==> src/rtl/aes_pkg.sv <==
// Shared AES column arithmetic: GF(2^8) helpers, state/column types and the mixing mode.
package aes_pkg;

    localparam logic [7:0] AES_POLY = 8'h1b;

    typedef logic [127:0] aes_state_t;
    typedef logic [31:0]  aes_col_t;

    typedef enum logic {
        MIX_FWD = 1'b0,
        MIX_INV = 1'b1
    } mix_mode_t;

    function automatic logic [7:0] gf_xtime(input logic [7:0] x);
        return {x[6:0], 1'b0} ^ (x[7] ? AES_POLY : 8'h00);
    endfunction

    // Shift-and-add multiply; with a constant k the unused branches fold away.
    function automatic logic [7:0] gf_mul(input logic [7:0] x, input logic [7:0] k);
        logic [7:0] acc;
        logic [7:0] p;
        acc = '0;
        p   = x;
        for (int i = 0; i < 8; i++) begin
            if (k[i]) acc = acc ^ p;
            p = gf_xtime(p);
        end
        return acc;
    endfunction

endpackage

==> src/rtl/mix_column_unit.sv <==
// Combinational MixColumns / InvMixColumns on one 32-bit column (row 0 in the top byte).
module mix_column_unit
    import aes_pkg::*;
(
    input  aes_col_t col_i,
    input  logic     inverse_i,
    output aes_col_t col_o
);

    // Row 0 coefficients; row r is the same list rotated right by r.
    localparam logic [7:0] FWD_K [4] = '{8'h02, 8'h03, 8'h01, 8'h01};
    localparam logic [7:0] INV_K [4] = '{8'h0e, 8'h0b, 8'h0d, 8'h09};

    logic [7:0] a [4];
    logic [7:0] f [4];
    logic [7:0] v [4];

    always_comb begin
        col_o = '0;
        for (int r = 0; r < 4; r++) begin
            a[r] = col_i[24-8*r +: 8];
        end
        for (int r = 0; r < 4; r++) begin
            f[r] = '0;
            v[r] = '0;
            for (int i = 0; i < 4; i++) begin
                f[r] = f[r] ^ gf_mul(a[i], FWD_K[(i - r + 4) % 4]);
                v[r] = v[r] ^ gf_mul(a[i], INV_K[(i - r + 4) % 4]);
            end
            col_o[24-8*r +: 8] = inverse_i ? v[r] : f[r];
        end
    end

endmodule

==> src/rtl/mix_columns_engine.sv <==
// Folded valid/ready AES MixColumns engine: COLS_PER_CYCLE columns per clock, result held until taken.
module mix_columns_engine
    import aes_pkg::*;
#(
    parameter int COLS_PER_CYCLE = 1
) (
    input  logic       clk,
    input  logic       rst_n,
    input  logic       in_valid,
    output logic       in_ready,
    input  logic       inverse,
    input  aes_state_t state_in,
    output logic       out_valid,
    input  logic       out_ready,
    output aes_state_t state_out
);

    localparam int C = COLS_PER_CYCLE;
    localparam logic [1:0] CNT_LAST = 2'(4 / C - 1);

    if (!(C == 1 || C == 2 || C == 4)) begin : g_bad_cols
        $error("mix_columns_engine: COLS_PER_CYCLE must be 1, 2 or 4");
    end

    typedef enum logic [1:0] {IDLE, RUN, DONE} fsm_t;

    fsm_t       state_q;
    logic [1:0] cnt_q;
    aes_state_t work_q;
    aes_state_t res_q;
    mix_mode_t  mode_q;
    logic       out_valid_q;
    logic       alive_q;
    logic       accept;

    logic [C-1:0][1:0] col_idx;
    aes_col_t [C-1:0]  col_in;
    aes_col_t [C-1:0]  col_out;

    for (genvar j = 0; j < C; j++) begin : g_col
        assign col_idx[j] = 2'(int'(cnt_q) * C + j);
        assign col_in[j]  = work_q[{col_idx[j], 5'd0} +: 32];

        mix_column_unit u_mcu (
            .col_i     (col_in[j]),
            .inverse_i (mode_q == MIX_INV),
            .col_o     (col_out[j])
        );
    end

    // alive_q keeps in_ready low until the first edge after reset release.
    assign in_ready  = alive_q && ((state_q == IDLE) || (state_q == DONE && out_ready));
    assign accept    = in_valid && in_ready;
    assign out_valid = out_valid_q;
    assign state_out = res_q;

    always_ff @(posedge clk or negedge rst_n) begin
        if (!rst_n) begin
            state_q     <= IDLE;
            cnt_q       <= '0;
            work_q      <= '0;
            res_q       <= '0;
            mode_q      <= MIX_FWD;
            out_valid_q <= 1'b0;
            alive_q     <= 1'b0;
        end else begin
            alive_q <= 1'b1;
            case (state_q)
                RUN: begin
                    for (int j = 0; j < C; j++) begin
                        res_q[{col_idx[j], 5'd0} +: 32] <= col_out[j];
                    end
                    cnt_q <= cnt_q + 2'd1;
                    if (cnt_q == CNT_LAST) begin
                        state_q     <= DONE;
                        out_valid_q <= 1'b1;
                    end
                end
                DONE: begin
                    if (out_ready) begin
                        state_q     <= IDLE;
                        out_valid_q <= 1'b0;
                    end
                end
                default: state_q <= IDLE;
            endcase
            // Accept overrides the IDLE/DONE next state, giving same-cycle hand-over.
            if (accept) begin
                work_q  <= state_in;
                mode_q  <= mix_mode_t'(inverse);
                cnt_q   <= '0;
                state_q <= RUN;
            end
        end
    end

endmodule

==> config.mk <==
export PLATFORM = sky130hd
export DESIGN_NAME = mix_columns_engine
export DESIGN_NICKNAME = d
export VERILOG_FILES = /design/src/rtl/aes_pkg.sv /design/src/rtl/mix_column_unit.sv /design/src/rtl/mix_columns_engine.sv
export SDC_FILE = /design/constraint.sdc
export NUM_CORES = 1
export LEC_CHECK = 0
export ABC_AREA = 1
export CAP_MARGIN = 20
export CORE_MARGIN = 2
export CORE_UTILIZATION = 55
export DETAILED_ROUTE_END_ITERATION = 8
export GPL_ROUTABILITY_DRIVEN = 0
export PLACE_DENSITY = 0.88
export SETUP_SLACK_MARGIN = 0.15
export SKIP_CTS_REPAIR_TIMING = 1
export SLEW_MARGIN = 0
export SYNTH_ARGS = -nofsm -noshare
export SYNTH_HDL_FRONTEND = slang
export SYNTH_SLANG_ARGS = --single-unit
==> constraint.sdc <==
create_clock -name clk -period 3.6 [get_ports clk]
set_clock_uncertainty 0.15 [all_clocks]
set_input_delay 1.08 -clock clk [delete_from_list [all_inputs] [get_ports clk]]
set_output_delay 1.08 -clock clk [all_outputs]
set_load 0.02 [all_outputs]
* After elaboration in Yosys (flattened, before gate mapping)
Index checks and enable logic that the tools add are counted.
** Word-level totals
- Input bits :: 133
- Flip-flop bits (word level) :: 263
** Cells by class
- Multiplexer cells :: 26
- Bitwise gates (word level) :: 64
- Reductions and logical operators :: 9
- $add $sub $neg :: 2
- Shift-type cells :: 3
- Equal/unequal tests :: 7
** Operator list (count)
- 8-bit bitwise XOR :: 64
- 128-bit bitwise mux :: 1
- 32-bit by 9-bit variable shift with 128-bit output, first input constant :: 1
- 128-bit by 8-bit variable part select with 32-bit output :: 1
- 32-bit by 9-bit variable part select with 128-bit output :: 1
- 5-bit two-way mux :: 12
- 8-bit two-way mux :: 4
- 2-bit two-way mux :: 5
- 7-bit negation with 9-bit output :: 1
- 3-bit inequality test, second input constant :: 2
- 2-bit == test, second input constant :: 2
- 2-bit inequality test, second input constant :: 2
- 2-bit case mux with 2 select lines :: 1
- 2-bit nonzero test :: 2
- 1-bit logical AND :: 3
- 3-bit AND reduction :: 1
- 2-bit by 1-bit adder with 2-bit output, second input constant :: 1
- 2-bit by 1-bit == test with 1-bit output, second input constant :: 1
- 2-bit logical NOT :: 1
- 1-bit two-way mux :: 2
- 1-bit case mux with 2 select lines :: 1
- 2-bit AND reduction :: 1
- 1-bit logical OR :: 1

* Longest topological paths before layout
- Depth in word-level cells :: 14
- Mapped depth :: 22
- Gate-level depth less buffers :: 20

* Cells and area by module
From an unflattened synthesis, not the netlist that was laid out.
** Second synthesis, totals
- Cells, all modules :: 2449
- Area total of the unflattened synthesis :: 17423.0 um2
** Modules (own cells, without submodules)
- mix_columns_engine :: area each 12326.8 um2, times used 1, cells each 1533, seq. area each 6581.3 um2
- mix_column_unit :: area each 5096.1 um2, times used 1, cells each 916, seq. area each 0.0 um2

* Worst setup path before layout
No wires, ideal clock.
- Path type :: input port to flip-flop
- Start point :: input out_ready
- End point :: register state_q[0]
- Library setup time :: 143 ps
- Data required time :: 3307 ps
- Arrival time :: 2500 ps
- Buffers on the path :: 3
- Stages :: 7
- Path slack :: 808 ps
- Cell sequence :: o21ai_0 nor2_1 nand2_1 clkbuf_1 clkbuf_1 clkbuf_1 o21ai_0
** Between the ends
- Longest elaborated chain between the ends :: 6
** RTL lines
- from (decl) :: RTL line mix_columns_engine.sv:14 : input logic out_ready,
- 1-bit logical AND * :: RTL line mix_columns_engine.sv:52 : assign in_ready = alive_q && ((state_q == IDLE) || (state_q == DONE && out_ready));
- 1-bit logical OR * :: RTL line mix_columns_engine.sv:52
- 1-bit logical AND * :: RTL line mix_columns_engine.sv:52
- named net in_ready :: RTL line mix_columns_engine.sv:10 : output logic in_ready,
- 1-bit logical AND * :: RTL line mix_columns_engine.sv:53 : assign accept = in_valid && in_ready;
- 3-bit inequality test (no source line)
- 2-bit AND reduction (no source line)
- to (signal assigned) :: RTL line mix_columns_engine.sv:59 : state_q <= IDLE;
- to (signal assigned) :: RTL line mix_columns_engine.sv:75 : state_q <= DONE;
- to (signal assigned) :: RTL line mix_columns_engine.sv:81 : state_q <= IDLE;
- to (decl) :: RTL line mix_columns_engine.sv:27 : fsm_t state_q;
The timed path passes the listed nets; every way through them passes the cells marked *.
A chain may end at the register's enable or synchronous reset.

* Worst setup path after layout
- Start point :: register cnt_q[0]
- End point :: register res_q[61] (netlist: state_out[61])
** Between the ends
- Longest elaborated chain between the ends :: 12
** RTL lines
- from (decl) :: RTL line mix_columns_engine.sv:28 : logic [1:0] cnt_q;
- from (signal assigned) :: RTL line mix_columns_engine.sv:73 : cnt_q <= cnt_q + 2'd1;
- 128-bit by 8-bit variable part select with 32-bit output :: RTL line mix_columns_engine.sv:42 : assign col_in[j] = work_q[{col_idx[j], 5'd0} +: 32];
- 8-bit bitwise XOR, or another cell as far along (2 in a row)
- 5-bit two-way mux or 8-bit bitwise XOR (tied branches)
- 8-bit bitwise XOR, on equally long branches
- 8-bit bitwise XOR :: RTL line aes_pkg.sv:25 : if (k[i]) acc = acc ^ p;
- 8-bit bitwise XOR (3 in a row) :: RTL line mix_column_unit.sv:28 : v[r] = v[r] ^ gf_mul(a[i], INV_K[(i - r + 4) % 4]);
- 8-bit two-way mux :: RTL line mix_column_unit.sv:30 : col_o[24-8*r +: 8] = inverse_i ? v[r] : f[r];
- 32-bit by 9-bit variable part select with 128-bit output :: RTL line mix_columns_engine.sv:71 : res_q[{col_idx[j], 5'd0} +: 32] <= col_out[j];
- 128-bit bitwise mux * :: RTL line mix_columns_engine.sv:71
- to (signal, indexed assignment) :: RTL line mix_columns_engine.sv:71
- to (decl) :: RTL line mix_columns_engine.sv:30 : aes_state_t res_q;
Every way passes the cells marked *; elsewhere a longest branch is shown, timed or not.

==> metrics.md <==
| Metric | Value |
|---|---|
| Outcome | `finished with violations` |
| Violated checks | `DRC` |
| Setup violations, final | `0` |
| Finished Layout Cells | `2883` |
| Reg clk slew, reported paths | `70 ps` |
| HPWL Detailed | `41000 um` |
| R2R Path End | `state_out[61]` |
| Synthesized area per cell | `7.78 um^2` |
| Synth Flop Type | `dfrtp_1` |
| Synth-to-Final Area Change | `23.4%` |
| First-pass GRT wire length | `85500 um` |
| Max-cap violations | `0` |
| Slowest stage delay, CP | `560 ps` |
| Worst setup startpoint | `cnt_q[0]` |
| Post-synthesis instance area | `17300 um^2` |
| Worst hold path type | `reg -> reg` |
| Clock Path Buffers | `3` |
| Depth of the worst register-to-register path | `15` |
| Setup repair after global routing missed its margin | `true` |
| 1st-iter DRT viols | `2131` |
| Antenna Violating Nets Remaining | `0` |
| Synth Net Count | `2365` |
| Total core area | `30800 um^2` |
| Slew Limit Fails | `0` |
| TritonCTS clock tree | `built` |
| Vias in the first global route | `16200` |
| Netlist cell types | `44` |
| Nets | `2610` |
| Vias | `17000` |
| Hold slack final | `333 ps` |
| Setup TNS | `0 ps` |
| Fmax | `295 MHz` |
| CTS Buf Count | `27` |
| Critical Path RT | `3900 ps` |
| WP data arrival | `3690 ps` |
| # diodes | `0` |
| Num ports | `263` |
| Final WL | `54600 um` |
| Tightest Pin Transition | `938 ps` |
| Die height | `181 um` |
| Grt total ovfl | `0` |
| Worst R2R Start | `cnt_q[0]` |
| R2r setup slk | `210 ps` |
| Wire per inst | `18.9 um` |
| WS Path Type | `reg -> reg` |
| Vias per std cell | `5.89` |
| H-tree depth | `1` |
| Die width | `181 um` |
| Largest net degree at the start of global routing | `83` |
| CP endpoint | `state_out[61]` |
| DR DRC count | `1` |
| Crit end category | `flip-flop` |
| IO Port Bufs | `262` |
| Hold Fails Final Rpt | `0` |
| Dpl ws | `-135 ps` |
| Crit path time final | `3390 ps` |
| Share of layout cells above drive strength 1 | `15.8%` |
| Placed Cells | `2836` |
| Ys async rst share | `100%` |
| Clk_lat worst skew | `550 ps` |
| Row cnt | `64` |
| Slew margin rel. | `37.4%` |
| Mapped Cells | `2226` |
| CP Max Fanout | `61` |
| First drt pass iteration count | `9` |
| Syn. warnings | `0` |
| Final period util | `94.1%` |
| Global Route Usage Sum | `32.4%` |
| Crit path top cell by count | `nand2_1` |
| Worst-path cell with the longest stage delay | `dfrtp_4` |
| Initial core utilization | `56.2%` |
| Final worst slack | `214 ps` |
| Cells along the critical path | `buf_16 > nand2_1 > nand3_1 > nand2_2 > nand2_1 > nand2_2 > nand2_1 > nand2_4 > xor2_1 > nand2_1 > nand2_1 > nand3_1 > nand3_1 > nand4_1 > o21ai_1` |
| Area of the die | `32900 um^2` |
| Register bit count reported by yosys | `263` |
| Seq/Total Area, Yosys | `38.0%` |
| Startpoint types | `flip-flop` |
| Initial antenna violation count | `1` |
| Clock root buffer | `clkbuf_16` |
| Clock sinks | `263` |
| Number of synthesized flops with an enable pin | `0` |
-- worst max-delay path, delay by kind of cell, from the launching register on --
kind	cells	cell delay, ps
AND/OR/NAND/NOR	12	1930
flip-flops	1	560
buffers and inverters	1	220
AO/OA/AOI/OAI	1	190
XOR/XNOR	1	160
-- metrics by stage --
stage | area, um^2 | utilization [%]
final | 21400 | 69.4
after detailed placement | 20400 | 66.1
after global routing | 21400 | 69.4
after CTS | 21300 | 68.9
after global placement | 20400 | 66.1
after floorplan | 17300 | -
-- state kept, by name, summed over array words and instances (netlist names) --
signal	flops
mode_q	1
work_q	128
out_valid	1
state_out	128
cnt_q	2
alive_q	1
state_q	2
-- Yosys cell counts, types with 32 or more instances --
cell type  number  area, um^2
nand4_1        32         200
inv_1          84         315
dfrtp_1       263        6580
nand2_2        65         407
o21ai_1        75         375
nand2_1       894        3360
clkbuf_1       43         161
nor2_1         36         135
mux2_2        114        1280
nand3_1       214        1070
xor2_1        116        1020
xnor2_1        45         394
-- final cells by class --
type                    count  area [um^2]
clock inverters            11          149
fillers                  2269         9440
inverters                 115          439
well taps                 396          495
flip-flops and latches    263         6590
repair buffers            302         3050
clock buffers              34          732
multi-input cells        1762         9930
-- per-layer routing --
layer / up-vias / wire length, um / part of all wire (%) / track usage, %
li1: 7633 / - / - / -
met1: 7927 / 20500 / 38 / 41.7
met2: 1140 / 24000 / 44 / 51.2
met3: 273 / 6830 / 13 / 8.76
met4: 0 / 3190 / 5.9 / 15.1
met5: - / 0 / 0 / 0
-- logic make-up (layout without fill, tap and decap cells) --
family	Yosys count	after routing	share of synthesized area (%)
XOR/XNOR	185	185	10.8
flip-flops	263	263	38.0
buffers and inverters	201	462	5.36
other	1	1	0.0216
multiplexers	114	114	7.41
AO/OA/AOI/OAI	151	151	4.74
AND/OR/NAND/NOR	1305	1305	33.3
adder cells (fa/ha/maj)	6	6	0.433
-- placed cells by master, fill, tap and decap left out, types with 18 or more instances in the layout --
master / synthesis / routed
clkdlybuf4s50_1: 0 / 260
xnor2_1: 45 / 45
mux2_2: 114 / 114
buf_4: 5 / 30
inv_1: 84 / 84
nand2_4: 25 / 37
a21oi_1: 29 / 29
inv_2: 29 / 26
dfrtp_1: 263 / 261
nand3_1: 214 / 213
clkbuf_16: 0 / 27
nand4_1: 32 / 32
nand3_2: 17 / 18
nand2_2: 65 / 66
nand2_1: 894 / 881
o21ai_0: 28 / 28
o21ai_1: 75 / 74
nor2_1: 36 / 36
xor2_1: 116 / 115
-- worst min-delay path by stage --
stage	from	endpoint	slack [ps]	depth (start not counted)
after detailed placement	state_out[58]	state_out[58]	320	2
after CTS	state_out[58]	state_out[58]	330	2
final	state_out[58]	state_out[58]	330	2
after floorplan	state_q[0]	state_q[1]	300	1
after global placement	state_out[121]	state_out[121]	310	2
after global routing	state_out[13]	state_out[13]	350	2
Power is not shown: default switching activity piles up to over one toggle a cycle in this logic, so the estimate is an artifact.
